<file path="src/rtl/small_fsm_debounce_filter.sv">
// Debounce filter: synchronizer chain + 4-state stability FSM producing a clean level and rise/fall strobes.
// Optional rejected-glitch counter is built when DEBOUNCE_GLITCH_CNT_EN is defined.
module small_fsm_debounce_filter #(
   parameter int SYNC_STAGES = 2,
   parameter int STABLE_CNT  = 4
) (
   input  logic       clk,
   input  logic       rst,
   input  logic       raw_in,
   input  logic       en,
`ifdef DEBOUNCE_GLITCH_CNT_EN
   input  logic       glitch_clr,
   output logic [7:0] glitch_cnt,
`endif
   output logic       clean_out,
   output logic       rise_pulse,
   output logic       fall_pulse
);

   localparam int CNT_W = $clog2(STABLE_CNT + 1);
   localparam logic [CNT_W-1:0] CNT_ONE  = CNT_W'(1);
   localparam logic [CNT_W-1:0] CNT_LAST = CNT_W'(STABLE_CNT - 1);

   typedef enum logic [1:0] {LOW, LOW2HIGH, HIGH, HIGH2LOW} state_t;

   logic [SYNC_STAGES-1:0] sync_chain_q;
   logic                   sync_q;
   state_t                 state_q, state_d;
   logic [CNT_W-1:0]       cnt_q, cnt_d;
   logic                   clean_q, clean_d;
   logic                   rise_q, rise_d;
   logic                   fall_q, fall_d;
   logic                   glitch;

   always_ff @(posedge clk or posedge rst) begin
      if (rst) sync_chain_q <= '0;
      else     sync_chain_q <= {sync_chain_q[SYNC_STAGES-2:0], raw_in};
   end

   assign sync_q = sync_chain_q[SYNC_STAGES-1];

   always_ff @(posedge clk or posedge rst) begin
      if (rst) begin
         state_q <= LOW;
         cnt_q   <= '0;
         clean_q <= 1'b0;
         rise_q  <= 1'b0;
         fall_q  <= 1'b0;
      end else begin
         state_q <= state_d;
         cnt_q   <= cnt_d;
         clean_q <= clean_d;
         rise_q  <= rise_d;
         fall_q  <= fall_d;
      end
   end

   always_comb begin
      state_d = state_q;
      cnt_d   = cnt_q;
      glitch  = 1'b0;
      if (en) begin
         case (state_q)
            LOW: begin
               if (sync_q) begin
                  if (STABLE_CNT == 1) state_d = HIGH;
                  else begin
                     state_d = LOW2HIGH;
                     cnt_d   = CNT_ONE;
                  end
               end
            end
            LOW2HIGH: begin
               if (!sync_q) begin
                  state_d = LOW;
                  cnt_d   = '0;
                  glitch  = 1'b1;
               end else if (cnt_q == CNT_LAST) begin
                  state_d = HIGH;
                  cnt_d   = '0;
               end else begin
                  cnt_d = cnt_q + CNT_ONE;
               end
            end
            HIGH: begin
               if (!sync_q) begin
                  if (STABLE_CNT == 1) state_d = LOW;
                  else begin
                     state_d = HIGH2LOW;
                     cnt_d   = CNT_ONE;
                  end
               end
            end
            HIGH2LOW: begin
               if (sync_q) begin
                  state_d = HIGH;
                  cnt_d   = '0;
                  glitch  = 1'b1;
               end else if (cnt_q == CNT_LAST) begin
                  state_d = LOW;
                  cnt_d   = '0;
               end else begin
                  cnt_d = cnt_q + CNT_ONE;
               end
            end
            default: begin
               state_d = LOW;
               cnt_d   = '0;
            end
         endcase
      end
   end

   // A rejected candidate returns to its old level, so only real level changes strobe.
   assign clean_d = (state_d == HIGH) || (state_d == HIGH2LOW);
   assign rise_d  = (state_d == HIGH) && ((state_q == LOW) || (state_q == LOW2HIGH));
   assign fall_d  = (state_d == LOW) && ((state_q == HIGH) || (state_q == HIGH2LOW));

   assign clean_out  = clean_q;
   assign rise_pulse = rise_q;
   assign fall_pulse = fall_q;

`ifdef DEBOUNCE_GLITCH_CNT_EN
   logic [7:0] glitch_cnt_q;

   always_ff @(posedge clk or posedge rst) begin
      if (rst)                               glitch_cnt_q <= '0;
      else if (glitch_clr)                   glitch_cnt_q <= '0;
      else if (glitch && glitch_cnt_q != 8'hFF) glitch_cnt_q <= glitch_cnt_q + 8'd1;
   end

   assign glitch_cnt = glitch_cnt_q;
`else
   logic unused_glitch;
   assign unused_glitch = glitch;
`endif

endmodule

</file>
<file path="config.mk">
export PLATFORM = sky130hd
export DESIGN_NAME = small_fsm_debounce_filter
export DESIGN_NICKNAME = d
export VERILOG_FILES = /design/src/rtl/small_fsm_debounce_filter.sv
export SDC_FILE = /design/constraint.sdc
export NUM_CORES = 1
export LEC_CHECK = 0
export CORE_AREA = 4 4 41 43
export DETAILED_ROUTE_END_ITERATION = 12
export DIE_AREA = 0 0 45 47
export PLACE_DENSITY = 0.52
export SLEW_MARGIN = 30
export SYNTH_ARGS = -nofsm -noshare
export SYNTH_HDL_FRONTEND = slang
export SYNTH_SLANG_ARGS = --single-unit
</file>
<file path="constraint.sdc">
create_clock -name clk -period 1.6 [get_ports clk]
set_input_delay 0.48 -clock clk [delete_from_list [all_inputs] [get_ports clk]]
set_output_delay 0.48 -clock clk [all_outputs]
set_load 0.01 [all_outputs]
</file>
==> results.py, run 1 <==
metrics = {
    "power_and_ir_drop": {
        "netSwitchingPower_mw": 0.228,
        "p_clk_share_pct": 21.1,
        "power.total_mw": 0.751,
        "seq_power_share_pct": 49.4,
        "peakVddDrop_uv": 500,
        "pwr-share-comb_pct": 29.5,
        "powerDensity_mw_per_mm2": 1420,
        "p_int_mw": 0.522,
        "p_sw_share_pct": 30.4,
        "leakagePower_nw": 0.267,
    },
    "floorplan": {
        "rows": 13,
        "die_w_um": 45,
        "dieArea_mm2": 0.00212,
        "num_io_pins": 7,
        "initial_core_util_pct": 32.2,
        "coreArea_mm2": 0.00130,
        "die_h_um": 47,
    },
    "global_route": {
        "grt_pass1_vias": 307,
        "antenna_found_initial": 0,
        "grt_first_pass_wirelength_um": 1330,
        "grt-ovfl-total": 0,
        "grtUsageTotal_pct": 9.53,
        "grt_max_degree": 11,
    },
    "placed_design": {
        "gp_congestion": 0.683,
        "portBuffers": 6,
        "place_ws_ns": -0.00124,
    },
    "routing": {
        "drt-total-wl_um": 698,
        "first_pass_iters": 1,
        "drtIter0Drc": 0,
        "wl_per_cell_um": 12.5,
        "via_per_inst": 4.71,
        "drtAntennaViolNets": 0,
        "route.detailed.drc": 0,
        "dr_total_vias": 264,
    },
    "clock_tree": {
        "insertion_delay_ns": 0.25,
        "cts_tree": "done",
        "clockRootBuffer": "clkbuf_4",
        "cts_sinks": 10,
        "cts_hold_buffers": 0,
        "numCtsBuffers": 3,
        "post-cts-setup-buffers": 0,
        "htree_levels": 1,
        "clk_path_buf_depth": 2,
        "clkTransAtPathRegs_ns": 0.06,
    },
    "finish": {
        "drive_gt1_share_pct": 19.5,
        "regArea_um2": 250,
        "final_cell_mix": "dfrtp_1 (10), clkbuf_4 (3), clkdlybuf4s50_1 (3)",
        "finalNetCount": 48,
        "layout_commonest_cell": "dfrtp_1",
        "multi_input_comb_area_um2": 165,
        "area_growth_pct": 26.0,
        "num_antenna_cells": 0,
        "final.fill_count": 145,
        "fin_util_pct": 40.6,
    },
    "timing": {
        "fin_crit_sh_pct": 85.5,
        "fin_crit_ns": 1.37,
        "clock.fmax_ghz": 0.731,
        "grt_setup_unrepaired": "no",
        "final-setup-viol-count": 0,
        "setup_ws_ns": 0.231,
        "worst_slew_pin_slew_ns": 0.366,
        "finClkSkew_ns": 0.00255,
        "fin_tns_setup_ns": 0,
        "finalHoldViolations": 0,
        "relSlewSlack_pct": 75.6,
        "fin_worst_hold_slack_ns": 0.348,
        "finalMaxSlewViolations": 0,
    },
    "flow_run": {
        "maxCapViolCount": 0,
    },
    "yosys": {
        "synthesis.nets": 36,
        "ys_seq_elements": 10,
        "netlist_area_um2": 419,
        "seq_area_frac_synth_pct": 59.7,
        "yosys-top-cells-area": "dfrtp_1 (60%), mux2_1 (5.4%), nor3b_1 (3.6%)",
        "synth_top_area_cell": "dfrtp_1",
        "synth_top_area_share_pct": 59.7,
        "ys.warnings.count": 0,
        "syn_avg_cell_area_um2": 13.5,
        "synthCells": 31,
        "synth_cell_types": 20,
    },
    "critical_path": {
        "cp.required_ns": 1.12,
        "path_buf_inv": 1,
        "path_class": "flop to primary output",
        "slowest_delay_ns": 0.35,
        "cp-start-kind": "flop",
        "crit_path_start": "clean_out",
        "arrival_ns": 0.89,
        "crit_slowest_cell": "dfrtp_1",
        "ff2ff_setup_slack_ns": 0.28,
        "crit_family": "flip-flops",
        "cp-end-kind": "primary output",
        "reg2reg_from": "cnt_q[0]",
        "worstPathCellList": "dlygate4sd2_1",
        "critPathMaxFanout": 1,
    },
    "outcome": {
        "status": "completed",
    },
    "worst_hold_path": {
        "hold_class": "flop to flop",
        "min_from": "sync_chain_q[0]",
    },
}
==> power by group through the flow <==
stage / clock network, mW / registers, mW / logic [mW]
after floorplan: 0 / 0.371 / 0.157
after global placement: 0 / 0.370 / 0.223
after detailed placement: 0 / 0.376 / 0.235
after CTS: 0.168 / 0.372 / 0.227
after global routing: 0.182 / 0.383 / 0.256
final: 0.158 / 0.371 / 0.222
==> area by class of cell <==
type                    instances  share of cell area [%]
repair buffers                  7                    12.8
inverters                       1                   0.711
multi-input cells              20                    31.3
clock buffers                   3                    4.27
flip-flops and latches         10                    47.4
well taps                      15                    3.55
==> kinds of logic (layout without fill, tap and decap cells) <==
family                   after synthesis  in the layout  share of synthesized area, %
AO/OA/AOI/OAI                          6              6                          9.85
XOR/XNOR                               2              2                          4.18
buffers and inverters                  1             11                         0.895
multiplexers                           2              2                          5.37
AND/OR/NAND/NOR                        9              9                          17.0
adder cells (fa/ha/maj)                1              1                          2.98
flip-flops                            10             10                          59.7
==> per-stage QoR <==
stage               cells  cell area, um2
finish                 56             528
detailed placement     53             505
global route           56             528
CTS                    56             526
floorplan              31             419
global placement       53             505
==> sequential cells by signal, summed over array words and instances (netlist names) <==
name	cells
state_q	2
sync_chain_q	2
fall_pulse	1
clean_out	1
cnt_q	3
rise_pulse	1
==> synthesized netlist by cell type <==
cell type	number
dfrtp_1	10
a31oi_1	1
mux2_1	2
a21o_1	1
nor3b_1	2
xor2_1	1
o21a_1	1
nor3_1	1
nor2b_4	1
nand2_1	1
ha_1	1
xnor2_1	1
nor3b_2	1
or2_2	1
nand3_1	1
o21ai_1	1
inv_1	1
a21oi_1	1
o211a_1	1
nand3_2	1
==> worst paths after layout <==
| kind | to | depth (start not counted) |
|---|---|---|
| max reg2reg | state_q[1] | 4 |
| max | clean_out | 1 |
| min | sync_chain_q[1] | 0 |
| min in group asynchronous | fall_pulse | 2 |
| max in group asynchronous | cnt_q[0] | 2 |
| min reg2reg | sync_chain_q[1] | 0 |
==> routing by layer <==
layer | share of wire, % | global-route usage (%) | up-vias
met5 | 0 | 0 | -
met4 | 0.57 | 8.77 | 0
met3 | 5.3 | 4.21 | 2
met2 | 52 | 13.8 | 4
met1 | 42 | 10.4 | 127
li1 | - | - | 131
==> what timing repair did <==
action                                  CTS  global route
endpoints found under the setup margin    2             1
cloned                                    0             0
resized for setup                         2             1
(Power assumes the default switching activity.)
==> run 2: changes to the inputs <==
Settings changed: HOLD_SLACK_MARGIN set to 0.02, RECOVER_POWER set to 50, SETUP_SLACK_MARGIN set to 0.02.
==> results.py, run 2 (synthesis gave the netlist of run 1 again) <==
metrics = {
    "outcome": {
        "status": "completed",
    },
    "timing": {
        "final-setup-viol-count": 0,
        "finalMaxSlewViolations": 0,
        "fin_worst_hold_slack_ns": 0.348,
        "setup_ws_ns": 0.231,
        "worst_slew_pin_slew_ns": 0.366,
        "finalHoldViolations": 0,
        "fin_tns_setup_ns": 0,
        "clock.fmax_ghz": 0.731,
        "finClkSkew_ns": 0.00254,
        "fin_crit_ns": 1.37,
        "grt_setup_unrepaired": "no",
        "fin_crit_sh_pct": 85.5,
        "relSlewSlack_pct": 75.6,
    },
    "finish": {
        "num_antenna_cells": 0,
        "layout_commonest_cell": "dfrtp_1",
        "area_growth_pct": 25.1,
        "drive_gt1_share_pct": 19.5,
        "final.fill_count": 147,
        "finalNetCount": 48,
        "largest_register": "cnt_q",
        "regArea_um2": 250,
        "multi_input_comb_area_um2": 165,
        "top_regs": "cnt_q (3), state_q (2), sync_chain_q (2)",
        "final_cell_mix": "dfrtp_1 (10), clkbuf_4 (3), dlygate4sd2_1 (3)",
        "finalInstanceArea_um2": 524,
        "largest_reg_flops": 3,
    },
    "critical_path": {
        "cp-end-kind": "primary output",
        "path_class": "flop to primary output",
        "critPathMaxFanout": 1,
        "crit_family": "flip-flops",
        "worstPathCellList": "dlygate4sd2_1",
        "cp.required_ns": 1.12,
        "path_buf_inv": 1,
        "crit_slowest_cell": "dfrtp_1",
        "slowest_delay_ns": 0.35,
        "cp-start-kind": "flop",
        "arrival_ns": 0.89,
    },
    "floorplan": {
        "die_h_um": 47,
        "num_io_pins": 7,
        "initial_core_util_pct": 32.2,
        "coreArea_mm2": 0.00130,
        "dieArea_mm2": 0.00212,
        "rows": 13,
        "die_w_um": 45,
    },
    "global_route": {
        "grt-ovfl-total": 0,
        "grt_first_pass_wirelength_um": 1330,
        "grt_max_degree": 11,
        "antenna_found_initial": 0,
        "grt_pass1_vias": 307,
        "grtUsageTotal_pct": 9.53,
    },
    "clock_tree": {
        "cts_hold_buffers": 0,
        "insertion_delay_ns": 0.25,
        "cts_sinks": 10,
        "clk_path_buf_depth": 2,
        "clockRootBuffer": "clkbuf_4",
        "htree_levels": 1,
        "cts_tree": "done",
        "clkTransAtPathRegs_ns": 0.06,
        "numCtsBuffers": 3,
    },
    "power_and_ir_drop": {
        "peakVddDrop_uv": 499,
        "leakagePower_nw": 0.253,
        "power.total_mw": 0.749,
        "powerDensity_mw_per_mm2": 1430,
    },
    "routing": {
        "drtAntennaViolNets": 0,
        "wl_met3_um": 37,
        "wl_met1_um": 290,
        "dr_total_vias": 264,
        "drtIter0Drc": 0,
        "wl_met2_um": 362,
        "route.detailed.drc": 0,
        "wl_per_cell_um": 12.4,
        "dr.max_layer_used": "met4",
        "drt-total-wl_um": 694,
        "via_per_inst": 4.71,
        "first_pass_iters": 1,
    },
    "placed_design": {
        "gp_congestion": 0.683,
        "dpl_cell_area_um2": 505,
        "place_ws_ns": -0.00124,
        "portBuffers": 6,
    },
    "worst_hold_path": {
        "hold_class": "flop to flop",
    },
    "flow_run": {
        "maxCapViolCount": 0,
    },
}
## run 2: cell types whose count changed in the layout (fill, tap and decap cells not counted)
cell,before,now
clkdlybuf4s50_1,3,1
dlygate4sd3_1,0,2
dlygate4sd2_1,2,3
dlymetal6s2s_1,1,0
## run 2: final timing paths
check	from	end	slack, ns	cells past startpoint
setup / recovery	clean_out	clean_out	0.23	1
hold / removal	sync_chain_q[0]	sync_chain_q[1]	0.35	0
setup reg to reg	cnt_q[0]	state_q[1]	0.28	4
hold reg to reg	sync_chain_q[0]	sync_chain_q[1]	0.35	0
max in group asynchronous	rst	cnt_q[0]	0.71	2
min in group asynchronous	rst	fall_pulse	0.63	2
## run 2: where the power goes
part	leakage, nW	switching [mW]	internal, mW
Combinational	0.114	0.0983	0.122
Clock	0.0138	0.0720	0.0861
Sequential	0.126	0.0578	0.313
Total	0.253	0.228	0.521
## run 2: per-stage QoR
step                cells  utilization (%)
finish                 56             40.3
global route           56             40.3
CTS                    56             40.3
detailed placement     53             38.8
global placement       53             38.8
floorplan              31                -
## run 2: what timing repair did
action / CTS / global route
buffers inserted: 0 / 0
setup endpoints to repair: 3 / 0
gates resized for setup: 3 / 0
## run 2: final cells by class
| type | count | area share, % |
|---|---|---|
| timing repair buffer | 7 | 12.2 |
| tap | 15 | 3.58 |
| clock buffer | 3 | 4.30 |
| multi-input combinational | 20 | 31.5 |
| sequential | 10 | 47.7 |
| inverter | 1 | 0.716 |
## run 2: layer usage
metal  vias up  track usage, %
li1        131               -
met1       127            10.4
met2         4            13.8
met3         2            4.21
met4         0            8.77
met5         -               0
